### src/rtl/axi_rd_arbiter_pkg.sv
// Shared definitions for the AXI read-channel arbiter.
//   - arbiter FSM state encodings (ARB_IDLE=0, ARB_AR=1, ARB_R=2)
//   - grant owner encoding
//   - default AXI IDs for the fetch and load requesters
//   - AXI burst type constant
package axi_rd_arbiter_pkg;

  typedef enum logic [1:0] {
    ArbIdle = 2'd0,
    ArbAr   = 2'd1,
    ArbR    = 2'd2
  } arb_state_e;

  typedef enum logic {
    GntInst = 1'b0,
    GntData = 1'b1
  } grant_e;

  localparam logic [3:0] DEF_INST_ID    = 4'd0;
  localparam logic [3:0] DEF_DATA_ID    = 4'd1;
  localparam logic [1:0] AXI_BURST_INCR = 2'b01;
  // Fetches are always full 32-bit words.
  localparam logic [2:0] INST_SIZE      = 3'd2;

endpackage

### src/rtl/axi_rd_arbiter.sv
// Single-outstanding AXI read arbiter shared by instruction fetch and data load.
//
// Ports:
//   clk, reset             clock, synchronous active-high reset
//   flush                  pipeline redirect; cancels a pending or in-flight fetch
//   inst_req_*             fetch request (valid/addr in, ready pulse out)
//   inst_rvalid/rdata      fetch response (1-cycle pulse, combinational from the R beat)
//   data_req_*             load request (valid/addr/size in, ready pulse out)
//   data_rvalid/rdata      load response (1-cycle pulse, combinational from the R beat)
//   ar*, r*                AXI read address and read data channels (single-beat INCR)
//
// Build option: ARB_ROUND_ROBIN_EN selects round-robin arbitration between
// simultaneous requests; when undefined, loads have fixed priority over fetches.
module axi_rd_arbiter
  import axi_rd_arbiter_pkg::*;
#(
  parameter int unsigned ADDR_W  = 32,
  parameter int unsigned DATA_W  = 32,
  parameter logic [3:0]  INST_ID = DEF_INST_ID,
  parameter logic [3:0]  DATA_ID = DEF_DATA_ID
) (
  input  logic              clk,
  input  logic              reset,
  input  logic              flush,
  input  logic              inst_req_valid,
  input  logic [ADDR_W-1:0] inst_req_addr,
  output logic              inst_req_ready,
  output logic              inst_rvalid,
  output logic [DATA_W-1:0] inst_rdata,
  input  logic              data_req_valid,
  input  logic [ADDR_W-1:0] data_req_addr,
  input  logic [2:0]        data_req_size,
  output logic              data_req_ready,
  output logic              data_rvalid,
  output logic [DATA_W-1:0] data_rdata,
  output logic [3:0]        arid,
  output logic [ADDR_W-1:0] araddr,
  output logic [7:0]        arlen,
  output logic [2:0]        arsize,
  output logic [1:0]        arburst,
  output logic              arvalid,
  input  logic              arready,
  input  logic [3:0]        rid,
  input  logic [DATA_W-1:0] rdata,
  input  logic              rlast,
  input  logic              rvalid,
  output logic              rready
);

  arb_state_e        state_q, state_d;
  grant_e            grant_q, grant_d;
  logic              drop_q, drop_d;
  logic [ADDR_W-1:0] addr_q, addr_d;
  logic [3:0]        id_q, id_d;
  logic [2:0]        size_q, size_d;

  logic inst_elig;
  logic pick_data;
  logic beat_done;

  // A flush in IDLE only suppresses the fetch grant for that cycle.
  assign inst_elig = inst_req_valid & ~flush;

`ifdef ARB_ROUND_ROBIN_EN
  grant_e last_q, last_d;
  assign pick_data = data_req_valid & (~inst_elig | (last_q == GntInst));
`else
  assign pick_data = data_req_valid;
`endif

  // Beats carrying a foreign ID are ignored: no response and no state change.
  assign beat_done = (state_q == ArbR) & rvalid & rlast & (rid == id_q);

  always_comb begin
    state_d        = state_q;
    grant_d        = grant_q;
    drop_d         = drop_q;
    addr_d         = addr_q;
    id_d           = id_q;
    size_d         = size_q;
    inst_req_ready = 1'b0;
    data_req_ready = 1'b0;
`ifdef ARB_ROUND_ROBIN_EN
    last_d         = last_q;
`endif
    unique case (state_q)
      ArbIdle: begin
        // Ready is combinational, so it must stay low while reset is held.
        if (!reset && (pick_data || inst_elig)) begin
          state_d = ArbAr;
          drop_d  = 1'b0;
          if (pick_data) begin
            grant_d        = GntData;
            addr_d         = data_req_addr;
            size_d         = data_req_size;
            id_d           = DATA_ID;
            data_req_ready = 1'b1;
`ifdef ARB_ROUND_ROBIN_EN
            last_d         = GntData;
`endif
          end else begin
            grant_d        = GntInst;
            addr_d         = inst_req_addr;
            size_d         = INST_SIZE;
            id_d           = INST_ID;
            inst_req_ready = 1'b1;
`ifdef ARB_ROUND_ROBIN_EN
            last_d         = GntInst;
`endif
          end
        end
      end
      ArbAr: begin
        if (flush && (grant_q == GntInst)) drop_d = 1'b1;
        if (arready) state_d = ArbR;
      end
      ArbR: begin
        if (flush && (grant_q == GntInst)) drop_d = 1'b1;
        if (beat_done) begin
          state_d = ArbIdle;
          drop_d  = 1'b0;
        end
      end
      default: state_d = ArbIdle;
    endcase
  end

  always_ff @(posedge clk) begin
    if (reset) begin
      state_q <= ArbIdle;
      grant_q <= GntInst;
      drop_q  <= 1'b0;
      addr_q  <= '0;
      id_q    <= '0;
      size_q  <= '0;
    end else begin
      state_q <= state_d;
      grant_q <= grant_d;
      drop_q  <= drop_d;
      addr_q  <= addr_d;
      id_q    <= id_d;
      size_q  <= size_d;
    end
  end

`ifdef ARB_ROUND_ROBIN_EN
  always_ff @(posedge clk) begin
    if (reset) last_q <= GntInst;
    else       last_q <= last_d;
  end
`endif

  assign arvalid = (state_q == ArbAr);
  assign rready  = (state_q == ArbR);
  assign araddr  = addr_q;
  assign arid    = id_q;
  assign arsize  = size_q;
  assign arlen   = 8'd0;
  assign arburst = AXI_BURST_INCR;

  assign data_rvalid = beat_done & (grant_q == GntData);
  // A flush in the same cycle as the beat also kills the fetch response.
  assign inst_rvalid = beat_done & (grant_q == GntInst) & ~drop_q & ~flush;
  assign data_rdata  = rdata;
  assign inst_rdata  = rdata;

endmodule

### config.mk
export PLATFORM = sky130hd
export DESIGN_NAME = axi_rd_arbiter
export DESIGN_NICKNAME = d
export VERILOG_FILES = /design/src/rtl/axi_rd_arbiter_pkg.sv /design/src/rtl/axi_rd_arbiter.sv
export SDC_FILE = /design/constraint.sdc
export NUM_CORES = 1
export LEC_CHECK = 0
export ABC_AREA = 1
export CORE_ASPECT_RATIO = 2
export CORE_MARGIN = 5
export CORE_UTILIZATION = 30
export CTS_CLUSTER_SIZE = 20
export DETAILED_ROUTE_END_ITERATION = 6
export PLACE_DENSITY = 0.81
export SLEW_MARGIN = 20
export SYNTH_ARGS = -nofsm -noshare
export SYNTH_HDL_FRONTEND = slang
export SYNTH_SLANG_ARGS = --single-unit
### constraint.sdc
create_clock -name clk -period 2.2 [get_ports clk]
set_clock_uncertainty 0.2 [all_clocks]
set_input_delay 0.22 -clock clk [delete_from_list [all_inputs] [get_ports clk]]
set_output_delay 0.22 -clock clk [all_outputs]
set_load 0.005 [all_outputs]
======== Word-level counts from Yosys, hierarchy flattened ========
Cells that the tools add are included.
word-level totals
  register bits ........................... 43
  input bits .............................. 111
  output and inout bits ................... 119
  logic and storage cells ................. 49
operators by class
  reduce and logical (&&, ||, !) cells .... 9
  eq/ne operators ......................... 6
  bitwise gates (word level) .............. 11
  multiplexer cells ....................... 17
operators with widths
  kind                                                    number
  two-way mux 32 bit                                      1
  two-way mux 1 bit                                       10
  AND 1 bit                                               8
  two-way mux 2 bit                                       3
  one-hot mux 2 bit (3 select lines)                      1
  equality test 4 bit                                     1
  inequality test 2 x 1 -> 1 bit (second input constant)  2
  AND reduction 2 bit                                     2
  two-way mux 3 bit                                       1
  inverter 1 bit                                          3
  one-hot mux 1 bit (3 select lines)                      1
  AND reduction 3 bit                                     1
  nonzero test 3 bit                                      1
  equality test 2 x 1 -> 1 bit (second input constant)    1
  equality test 2 bit (second input constant)             1
  logical AND 1 bit                                       2
  zero test 2 bit                                         1
  inequality test 2 bit (second input constant)           1
  zero test 1 bit                                         1
  logical OR 1 bit                                        1

======== Longest topological paths before layout ========
  depth after elaboration ................. 7
  gate-level depth with buffers ........... 9
  gate-level depth less buffers ........... 9

======== Worst setup path after synthesis ========
No wires, ideal clock.
  path kind ............................... register to output
  from .................................... register state_q[0]
  to ...................................... output port inst_rvalid
  data arrival time ....................... 1.230 ns
  setup slack ............................. 0.550 ns
  stages on the path, launching flop included .. 8
  required time ........................... 1.780 ns
  buffers on the path ..................... 0
  cell sequence ........................... dfxtp_1 > inv_1 > ha_1 > nand2_1 > inv_1 > nand2_1 > or2_2 > nor4_1
between the ends
  longest elaborated chain between the ends .. 7
ends and longest elaborated chain
  item                    line                   text
  from (decl)             axi_rd_arbiter.sv:50   arb_state_e state_q, state_d;
  from (signal assigned)  axi_rd_arbiter.sv:130  state_q <= ArbIdle;
  from (signal assigned)  axi_rd_arbiter.sv:137  state_q <= state_d;
  equality test 2 bit     n/a
  via rready              axi_rd_arbiter.sv:47   output logic rready
  AND 1 bit (3 in a row)  axi_rd_arbiter.sv:72   assign beat_done = (state_q == ArbR) & rvalid & rlast & (rid == id_q);
  AND 1 bit (3 in a row)  axi_rd_arbiter.sv:163  assign inst_rvalid = beat_done & (grant_q == GntInst) & ~drop_q & ~flush;
  to (decl)               axi_rd_arbiter.sv:28   output logic inst_rvalid,
The timed path passes the listed nets, and every way through them passes these cells.

======== Final worst setup path ========
  from .................................... register state_q[0]
  to ...................................... output port inst_rvalid
between the ends
  longest elaborated chain between the ends .. 7
ends and longest elaborated chain
  item                    line
  equality test 2 bit     axi_rd_arbiter.sv:72
  AND 1 bit (3 in a row)  axi_rd_arbiter.sv:72
  AND 1 bit (3 in a row)  axi_rd_arbiter.sv:163
No other way between the ends.

==> impl_metrics.env <==
export IMPL_place_congestion=0.779
export IMPL_synth_seq_cells=39
export IMPL_peakVddDrop_uv=510
export IMPL_rsz0062_at_grt="yes"
export IMPL_insertion_delay_ns=0.27
export IMPL_nNetsFinal=490
export IMPL_post_cts_resized=5
export IMPL_max_cap_viol_count=0
export IMPL_layout_drive_gt1_share_pct=8.29
export IMPL_total_power_uw=2740
export IMPL_initial_core_util_pct=30.8
export IMPL_required_ns=1.78
export IMPL_synth_top_area_share_pct=33.1
export IMPL_drt_iter0_markers=75
export IMPL_synthesis_instances=316
export IMPL_overflow=0
export IMPL_synth_area_leaders="dfxtp_1, buf_4, nand2_1"
export IMPL_syn_to_final_growth_pct=39.8
export IMPL_maxSlewViolCount=0
export IMPL_avgSynthCellArea_um2=7.47
export IMPL_start_kind="flip-flop"
export IMPL_routed_wl_um=7340
export IMPL_vias=2192
export IMPL_yosys_area_share_simple_pct=15.8
export IMPL_synth_area_mm2=0.00236
export IMPL_numCtsBuffers=5
export IMPL_stdcell_area_mm2=0.00330
export IMPL_die_area_mm2=0.00985
export IMPL_wl_per_cell_um=15.7
export IMPL_outcome="completed"
export IMPL_cts_tree="yes"
export IMPL_stdcell_count=468
export IMPL_finalHoldViolCount=0
export IMPL_io_pins=230
export IMPL_layout_common_cells="clkdlybuf4s50_1, nand2_1, dfxtp_1, a31oi_1, o21ai_0"
export IMPL_post_cts_buffers=0
export IMPL_grt_pass1_wl_um=10900
export IMPL_die_h_um=135
export IMPL_synth_adder_area_share_pct=2.12
export IMPL_yosysTopAreaCell="dfxtp_1"
export IMPL_endpoint_kind="output pin"
export IMPL_critical_path_class="flip-flop to output pin"
export IMPL_hp_class="input pin to output pin"
export IMPL_crit_arrival_ns=1.74
export IMPL_io_buffers=120
export IMPL_layout_commonest_cell="clkdlybuf4s50_1"
export IMPL_synthDistinctLibCells=25
export IMPL_r2r_start="state_q[0]$_SDFFE_PP0P_"
export IMPL_wl_met3_um=734
export IMPL_holdCritStartpoint="rdata[3]"
export IMPL_grt_max_degree=48
export IMPL_m1WireLength_um=2160
export IMPL_num_antenna_cells=0
export IMPL_highest_layer="met4"
export IMPL_cts_root_buf="clkbuf_16"
export IMPL_hold_buffers=0
export IMPL_synth_xor_area_share_pct=0
export IMPL_fp_coreArea_mm2=0.00766
export IMPL_cts_sinks=39
export IMPL_postPlaceCellArea_mm2=0.00316
export IMPL_vias_per_cell=4.68
export IMPL_fmax_mhz=464
export IMPL_setup_worst_path_start="state_q[0]$_SDFFE_PP0P_"
export IMPL_route_met2_wl_um=3930
export IMPL_period_needed_ns=2.16
export IMPL_cts_buffer_depth=2
export IMPL_finalCritPeriodShare_pct=98.0
export IMPL_setup_violations=0
export IMPL_drc=0
export IMPL_antenna_found_initial=0
export IMPL_synth_seq_area_share_pct=33.1
export IMPL_cp_max_fo=2
export IMPL_die_x_um=72.7
export IMPL_clkTransAtPathRegs_ns=0.05
export IMPL_power_density_mw_per_mm2=830
export IMPL_dr_pass1_iters=4
export IMPL_dp_hpwl_um=5900
export IMPL_p_leak_uw=0.00132
export IMPL_final_antenna_net_count=0
export IMPL_fin_hold_ws_ns=0.240
export IMPL_rows=45
export IMPL_synth_top_family_by_area="buffers and inverters"
export IMPL_yosys_warnings=0
export IMPL_dp_cells=462
export IMPL_synth_compound_area_share_pct=18.1
export IMPL_h_tree_depth=2
export IMPL_first_global_vias=2283
export IMPL_synth_mux_area_share_pct=0
export IMPL_grt_util_all_layers_pct=14.5
[where the power goes]
part	switching (uW)	internal, uW	leakage (uW)	total [uW]
Clock	247	407	0.0000628	654
Sequential	89.7	865	0.000321	954
Combinational	495	636	0.000933	1130
[stage by stage]
step / setup slack [ns] / utilization (%) / TNS (ns)
5_1_grt: -0.0780 / 43.1 / -0.120
3_5_place_dp: -0.102 / 41.2 / -0.103
2_1_floorplan: 0.550 / - / 0
4_1_cts: 0.00135 / 42.9 / 0
6_report: 0.0435 / 43.1 / 0
3_3_place_gp: -0.109 / 41.2 / -0.109
[synth_stat cells, drive strengths merged]
library cell,n
nor2,13
a22oi,11
buf,86
nand3b,1
dfxtp,39
conb,2
clkinv,1
nor4,1
ha,4
a21oi,14
nand3,3
nand2,72
or2,1
o21ai,26
a31oi,23
inv,12
clkbuf,7
[critical path, stage by stage (launching register included)]
cell      delay, ns
dfxtp_1        0.31
inv_1          0.11
ha_1           0.20
nand2_1        0.06
inv_1          0.06
nand2_1        0.06
or2_2          0.32
nor4_2         0.18
clkbuf_2       0.16
[state kept, by name, summed over array words and instances (netlist names)]
| signal | count |
|---|---|
| araddr | 32 |
| arsize | 3 |
| state_q | 2 |
| arid | 1 |
| drop_q | 1 |
[path summary, 6_finish.rpt]
| check | to | slack (ns) | depth (start not counted) |
|---|---|---|---|
| hold reg to reg | arsize[1]$_SDFFE_PP0P_ | 0.27 | 2 |
| hold / removal | data_rdata[3] | 0.24 | 0 |
| setup / recovery | inst_rvalid | 0.04 | 8 |
| setup reg to reg | state_q[1]$_SDFFE_PP0P_ | 0.49 | 9 |
[layer usage]
layer / track usage, % / vias to the layer above
met3: 3.57 / 56
met2: 27.1 / 103
met4: 12.6 / 0
met5: 0 / -
met1: 11.7 / 966
li1: - / 1067
[cell type report]
class                   count  area, um2
inverters                  13       51.3
multi-input cells         182        921
fillers                   795       4360
clock buffers               6        129
well taps                  94        118
flip-flops and latches     39        782
repair buffers            134       1300
[cell families after synthesis]
logic type | after synthesis
AOI/OAI and AO/OA | 74
adders and majority gates | 4
and+or+nand+nor | 91
other | 2
buffers and inverters | 106
DFF | 39
No activity file was read; power rests on OpenSTA's default activity.
==> variant (same flow settings) <==
The parameter `DATA_W` goes from 32 to 64.
--- a/src/rtl/axi_rd_arbiter.sv
+++ b/src/rtl/axi_rd_arbiter.sv
@@ -16,5 +16,5 @@
 #(
   parameter int unsigned ADDR_W  = 32,
-  parameter int unsigned DATA_W  = 32,
+  parameter int unsigned DATA_W  = 64,
   parameter logic [3:0]  INST_ID = DEF_INST_ID,
   parameter logic [3:0]  DATA_ID = DEF_DATA_ID
Ports: changed (resized data_rdata, inst_rdata and rdata); port bits go from 230 to 326. No check against the original RTL was run, so the function may have changed too.
==> variant against the original RTL <==
Synthesized area up 20%; power is 7.8% higher; fmax increased by 2.1%; global-route usage rose by 4.8 points; die area is 18% higher; sequential cell count did not move; sequential share of layout area down 0.67 points; register-to-register slack worse by 60 ps; wire length up 60%; synthesized cell count rose by 20%; design area rose by 2.9%; non-clock buffer count grew 7; worst setup slack better by 45 ps; count of clock-buffer cells in the layout increased by 2; critical path type unchanged; critical endpoint is now data_req_ready; largest cell class unchanged.
==> variant: results (changes against the original RTL) <==
<table>
<tr><th>Metric</th><th>Value</th></tr>
<tr><th colspan="2">Setup path</th></tr>
<tr><td>Cell type group with the largest total delay on the critical path</td><td>buffers and inverters</td></tr>
<tr><td>Data arrival at the endpoint of the critical path</td><td>1690 ps (-50 ps)</td></tr>
<tr><td>Largest fanout on the critical path</td><td>5 (+3)</td></tr>
<tr><td>Highest cell delay on the worst timing path</td><td>490 ps (+170 ps)</td></tr>
<tr><td>Internal reg-to-reg setup slack</td><td>430 ps (-60 ps)</td></tr>
<tr><td>Slowest-stage cell, CP</td><td>clkdlybuf4s50_1</td></tr>
<tr><th colspan="2">Placed design</th></tr>
<tr><td>Worst slack after detailed placement</td><td>-235 ps (-133 ps)</td></tr>
<tr><td>Placed Instances</td><td>479 (+3.7%)</td></tr>
<tr><td>Gpl congestion</td><td>0.744 (-4.5%)</td></tr>
<tr><th colspan="2">Yosys</th></tr>
<tr><td>Most frequently used flop master after synthesis</td><td>dfxtp_1</td></tr>
<tr><td>Share of the yosys chip area belonging to registers</td><td>27.5% (-5.6 points)</td></tr>
<tr><td>Synthesized instance count</td><td>380 (+20%)</td></tr>
<tr><td>Largest cells by area after synthesis</td><td>buf_4 (38%), dfxtp_1 (27%), nand2_1 (9.4%)</td></tr>
<tr><td>Ranking of synthesized cells by instance count</td><td>buf_4 (144), nand2_1 (71), dfxtp_1 (39)</td></tr>
<tr><th colspan="2">Pwr</th></tr>
<tr><td>Proportion of total power due to net switching</td><td>31.9% (+1.5 points)</td></tr>
<tr><td>Leakage power figure</td><td>1.38 nW (+4.6%)</td></tr>
<tr><td>Peak supply drop</td><td>0.345 mV (-32%)</td></tr>
<tr><th colspan="2">Drt</th></tr>
<tr><td>DRT iter0 DRCs</td><td>63 (-16%)</td></tr>
<tr><td>Via density</td><td>4.88 (+4.1%)</td></tr>
<tr><td>Total number of vias</td><td>2375 (+8.3%)</td></tr>
<tr><td>Final wirelength</td><td>11700 um (+60%)</td></tr>
<tr><th colspan="2">Run status</th></tr>
<tr><td>Status</td><td>finished, final reports clean</td></tr>
<tr><th colspan="2">Global route</th></tr>
<tr><td>Via count of the first global-routing pass</td><td>2466 (+8.0%)</td></tr>
<tr><td>Aggregate global-route resource usage</td><td>19.3% (+4.8 points)</td></tr>
<tr><td>First-pass GRT wire length</td><td>15900 um (+46%)</td></tr>
<tr><td>Largest net degree at the start of global routing</td><td>28 (-42%)</td></tr>
<tr><th colspan="2">Layout</th></tr>
<tr><td>Final Net Count</td><td>529 (+8.0%)</td></tr>
<tr><td>Layout cell share with drive strength beyond 1</td><td>11.7% (+3.5 points)</td></tr>
<tr><td>Fillers</td><td>988 (+24%)</td></tr>
<tr><th colspan="2">Clock network</th></tr>
<tr><td>Cts bufs inserted</td><td>5 (unchanged)</td></tr>
<tr><th colspan="2">STA</th></tr>
<tr><td>Tmin final</td><td>2110 ps (-45.0 ps)</td></tr>
</table>
-- variant: path summary, 6_finish.rpt --
kind	to	cells after the start	from
setup / recovery	data_req_ready	6	state_q[1]
hold / removal	data_rdata[41]	0	rdata[41]
setup reg to reg	state_q[1]	10	state_q[0]
hold reg to reg	arsize[1]	2	arsize[1]
-- variant: through the flow --
| step | utilization, % | TNS, ps | instance area, um^2 |
|---|---|---|---|
| finish | 36.4 | 0 | 3400 |
| global route | 36.4 | 0 | 3400 |
| floorplan | - | 0 | 2880 |
| CTS | 36.3 | -152 | 3390 |
| detailed placement | 34.6 | -308 | 3220 |
| global placement | 34.6 | -131 | 3220 |
-- variant: routing by layer --
layer	part of all wire [%]	GRT usage [%]	routed length, um
met2	50	34.8	5910
met4	9.0	16.7	1050
met3	20	15.7	2370
met1	20	10.5	2390
met5	0	0	0
-- variant: cell type report --
type,count,area share (%)
inverter,13,1.51
multi-input combinational,182,27.3
clock buffer,8,4.60
tap,104,3.83
timing repair buffer,141,39.8
sequential,39,23.0
-- variant: logic make-up after synthesis --
kind of cell,count (synthesis),share of synthesized area [%]
compound gates,74,15.0
fa+ha+maj,4,1.76
buf+inv,170,42.3
flops,39,27.5
other cells,2,0.264
simple gates,91,13.2
-- variant: timing repair --
item | in CTS | in global routing
endpoints found under the setup margin | 4 | 4
pin swaps | 0 | 1
resized for setup | 6 | 10
hold endpoints to repair | 0 | 0
-- variant: power groups by stage --
stage	clock network, mW	logic (mW)	registers, mW
finish	0.790	1.20	0.963
global route	0.839	1.33	0.983
CTS	0.813	1.19	0.963
detailed placement	0	1.18	0.971
global placement	0	1.14	0.965
floorplan	0	0.694	0.967
